[config.mk]
export PLATFORM = sky130hd
export DESIGN_NAME = nios_system_sysid_timeout_counter
export DESIGN_NICKNAME = d
export VERILOG_FILES = /design/src/rtl/nios_system_sysid_timeout_counter.sv
export SDC_FILE = /design/constraint.sdc
export NUM_CORES = 1
export LEC_CHECK = 0
export BUFFER_PORTS_ARGS = -buffer_cell sky130_fd_sc_hd__buf_2
export CAP_MARGIN = 20
export CORE_UTILIZATION = 50
export CTS_CLUSTER_SIZE = 8
export DETAILED_ROUTE_END_ITERATION = 6
export PLACE_DENSITY = 0.8
export SYNTH_ARGS = -nofsm -noshare
export SYNTH_HDL_FRONTEND = slang
export SYNTH_SLANG_ARGS = --single-unit
[constraint.sdc]
create_clock -name clock -period 2.2 [get_ports clock]
set_clock_uncertainty 0.15 [all_clocks]
set_input_delay 0.11 -clock clock [delete_from_list [all_inputs] [get_ports clock]]
set_output_delay 0.11 -clock clock [all_outputs]
set_load 0.01 [all_outputs]
[src/rtl/nios_system_sysid_timeout_counter.sv]
// rtl/nios_system_sysid_timeout_counter.sv - clearable up-counter with terminal flag
module nios_system_sysid_timeout_counter #(
  parameter int WIDTH = 16
) (
  input  logic             clock,
  input  logic             reset_n,
  input  logic             clear,
  input  logic             enable,
  input  logic [WIDTH-1:0] limit,
  output logic             terminal
);

  logic [WIDTH-1:0] count;

  always_ff @(posedge clock or negedge reset_n) begin
    if (!reset_n) begin
      count <= '0;
    end else if (clear) begin
      count <= '0;
    end else if (enable) begin
      count <= count + WIDTH'(1);
    end
  end

  // flags the limit-th enabled cycle after a clear
  assign terminal = enable && (count == limit - WIDTH'(1));

endmodule

* Word-level counts from Yosys, hierarchy flattened
Index checks and enable logic that the tools add are counted.
Storage, ports and cells: flip-flop bits (word level) 16, bits of input ports 20, output and inout port bits 1, word-level logic and storage cells 8
Cells by class: add/subtract/negate cells 2, equal/unequal tests 1, muxes and demuxes 2, reduce and logical (&&, ||, !) cells 2
Operator list (count):
- two-way mux 16 bit | 2
- adder 16 x 1 -> 16 bit (second input constant) | 1
- == test 16 bit | 1
- subtractor 16 x 1 -> 16 bit (second input constant) | 1
- nonzero test 2 bit | 1
- logical AND 1 bit | 1

* Depth between registers and ports, before layout
depth in word-level cells 3, mapped depth 9, depth with buffers taken out 8

* Worst setup path after synthesis
OpenSTA, ideal clock, no wires.
path kind input-to-output, start input port limit[2], end output port terminal, data arrival time 1.968 ns, required time 1.940 ns, setup slack -0.028 ns, stages 7, buffers on the path 1, cell sequence buf_6 > nor4_4 > nand3_4 > or3b_1 > a211o_1 > a22o_1 > nor4b_2
On the way: cells in the longest elaborated chain, start to end 3
RTL lines:
- start, declared | line 9 | input logic [WIDTH-1:0] limit,
- subtractor 16 x 1 -> 16 bit | line 26 | assign terminal = enable && (count == limit - WIDTH'(1));
- == test 16 bit | line 26
- logical AND 1 bit | line 26
- end, declared | line 10 | output logic terminal
Every way passes these cells.

* Final worst setup path
start input port limit[0], end output port terminal
The elaborated chain is that of the path after synthesis.

==> run summary <==
Relative slew margins: 0.6731
vias in the first global route: 1,245
library cells used by synthesis: 36
status: finished, violations left
Die H: 53.92 µm
Inserted Diodes: 0
Cell Rows: 18
syn_area_per_cell: 8.318 µm²
layout cell share with drive strength beyond 1: 0.2822
nets@finish: 225
Synth Flop Type: dfrtp_1
remaining antenna violation count after routing: 0
via count: 1,329
Die W: 53.92 µm
failing checks: negative setup slack
I/O pin count: 21
Detailed Route WL: 3501 µm
Met1 Wirelength: 1526 µm
DRC: 0
pre-CTS setup slack: -0.06163 ns
min cycle time layout: 2.287 ns
Yosys top cell area share: 0.2971
Clock Pin Slew Worst Setup and Hold Paths: 0.09 ns
Biggest register: count
final hold vios: 0
die footprint: 0.002907 mm²
crit-path cells: buf_2, inv_1, ha_4, nor2b_4, nand4_1, or3b_1, a211oi_1, nor3_1, nor4b_4, buf_2
fin area: 0.001727 mm²
CTS tree: built
Clock Latency Late Sink: 0.29 ns
core area: 0.002522 mm²
number of flops mapped to enable cells by yosys: 0
pwr/cell area: 376.2 mW/mm²
largest net degree at the start of global routing: 17
DP HPWL: 2401 µm
Worst VDD drop: 317.3 µV
Iteration-0 DRC Markers: 33
Post-Syn Area: 0.001348 mm²
Area Growth Syn to Fin: 28.13%
dpl cell area: 0.001567 mm²
RSZ-0062 raised after global routing: true
Total GRT Usage: 0.2513
CTS root buf: clkbuf_4
top cells by area, synth: dfrtp_1 (30%), xnor2_1 (12%), xor2_1 (10%)
first-pass GRT wire length: 5140 µm
WL per Instance: 15.09 µm
DR top layer: met4
Least-Margin Pin Slew: 0.4866 ns
syn nets: 184
vias per cell: 5.728
FMAX: 437.3 MHz
Pwr Total: 0.0006495 W
H-tree levels: 1
#FFs+latches synth: 16
crit-path max cell delay: 0.44 ns
DR WL met3: 141 µm
Crit Path Max Fanout: 5
post-layout util: 0.6845
Worst Path Arrival: 2.03 ns
CP Buf/Inv Count: 3
Sink Count: 16
Final setup viols: 1
Yosys Warn Count: 0
final period utilization: 1.039
Routed met2 length: 1693 µm
Worst EP required: 1.94 ns
worst hold slack: 0.04821 ns
iteration count of the initial detailed-routing pass: 4
multi-input gate area in the final layout: 947.2 µm²
Initial Util: 0.5342
register area: 401.6 µm²
Worst setup SP type: input pin
Worst setup EP type: output pin
asr flop ratio synth: 1.000
Seq/Total Area, Yosys: 0.2971
crit path kind: input pin to output pin
Fillers: 182
initial antenna violation count: 0
clock tree buffer depth: 2
CP delay by family, top: simple AND/OR/NAND/NOR gates
number of flip-flops in the largest register: 16
RePlAce Congestion: 0.7930
CTS Buf Count: 3
LEAKAGE: 0.7495 nW
CP most frequent cell: buf_2
Top Registers: count: 16 flops
Syn Inst Count: 162
crit path max-delay cell type: or3b_1
Synth area leader: dfrtp_1
port bufs: 20
total grt overflow: 0
setup ws final: -0.08666 ns
Slew Viols, Final: 0
max-cap violation count: 0
Worst Hold Class: input pin to register
==> Yosys cell counts (2+ instances only) <==
library cell and instances:
xor2_1 16, xnor2_1 18, nor2_1 25, clkbuf_1 5, nor4b_1 2, nand4_1 7, inv_1 5, a31oi_1 2
ha_1 2, a21oi_1 6, o21ai_0 3, or3b_1 2, nand2_1 10, nor3_1 8, nor4_1 3, nand3_1 8
or3_1 2, mux2i_1 5, dfrtp_1 16
==> cell families after synthesis <==
group / Yosys count / synth area share
multiplexers: 5 / 0.03714
XOR/XNOR: 34 / 0.2210
AO/OA/AOI/OAI: 17 / 0.08078
adder cells (fa/ha/maj): 2 / 0.01857
AND/OR/NAND/NOR: 75 / 0.3027
buffers and inverters: 13 / 0.04271
flip-flops: 16 / 0.2971
==> worst min-delay path, cell delays in order <==
cell and delay (ns):
buf_2 0.16, xnor2_1 0.09, nor2_1 0.08
==> stage by stage <==
stage / TNS, ns / cells
CTS: 0 / 232
global placement: -0.03349 / 220
floorplan: 0 / 162
detailed placement: -0.06163 / 220
finish: -0.08666 / 232
global route: -0.1787 / 232
==> cell usage in the layout (no fill, tap or decap), drive strengths merged, types with 4 or more instances in the layout <==
cell type and instances:
xnor2 18, dfrtp 16, xor2 16, nor3 8
nand3 9, clkbuf 4, mux2i 5, a21oi 6
nor2 25, nand2 10, inv 5, nand4 7
nor4 4, buf 42
==> cell type report <==
cell class,instances,share of cell area
well taps,30,0.02174
flip-flops and latches,16,0.2326
inverters,5,0.01087
multi-input cells,133,0.5485
clock buffers,4,0.02101
repair buffers,44,0.1652
==> routing by layer <==
layer,vias up,global-route usage
met1,618,0.2872
li1,644,-
met5,-,0
met2,51,0.4403
met4,0,0.1623
met3,16,0.02542
==> power by group <==
part,internal (W),leakage [nW],switching [W],total (W)
Combinational,0.0000687,0.508,0.0000810,0.000150
Sequential,0.000298,0.220,0.00000345,0.000301
Clock,0.000101,0.0210,0.0000980,0.000199
==> worst paths after layout <==
kind | startpoint | endpoint | slack, ns | cells after the start
worst max register to register | count[3] | count[13] | 0.21 | 7
min in group asynchronous | reset_n | count[8] | 0.11 | 2
worst min-delay path | enable | count[0] | 0.05 | 3
max in group asynchronous | reset_n | count[7] | 1.50 | 2
worst max-delay path | limit[0] | terminal | -0.09 | 10
worst min register to register | count[15] | count[15] | 0.43 | 2
==> repair_timing <==
action	4_1_cts	5_1_grt
endpoints found under the hold margin	19	0
gates cloned	0	0
endpoints found under the setup margin	1	1
setup buffers	6	0
hold buffers	2	0
pin swaps	6	0
resized for setup	8	3
(Power assumes the default switching activity.)
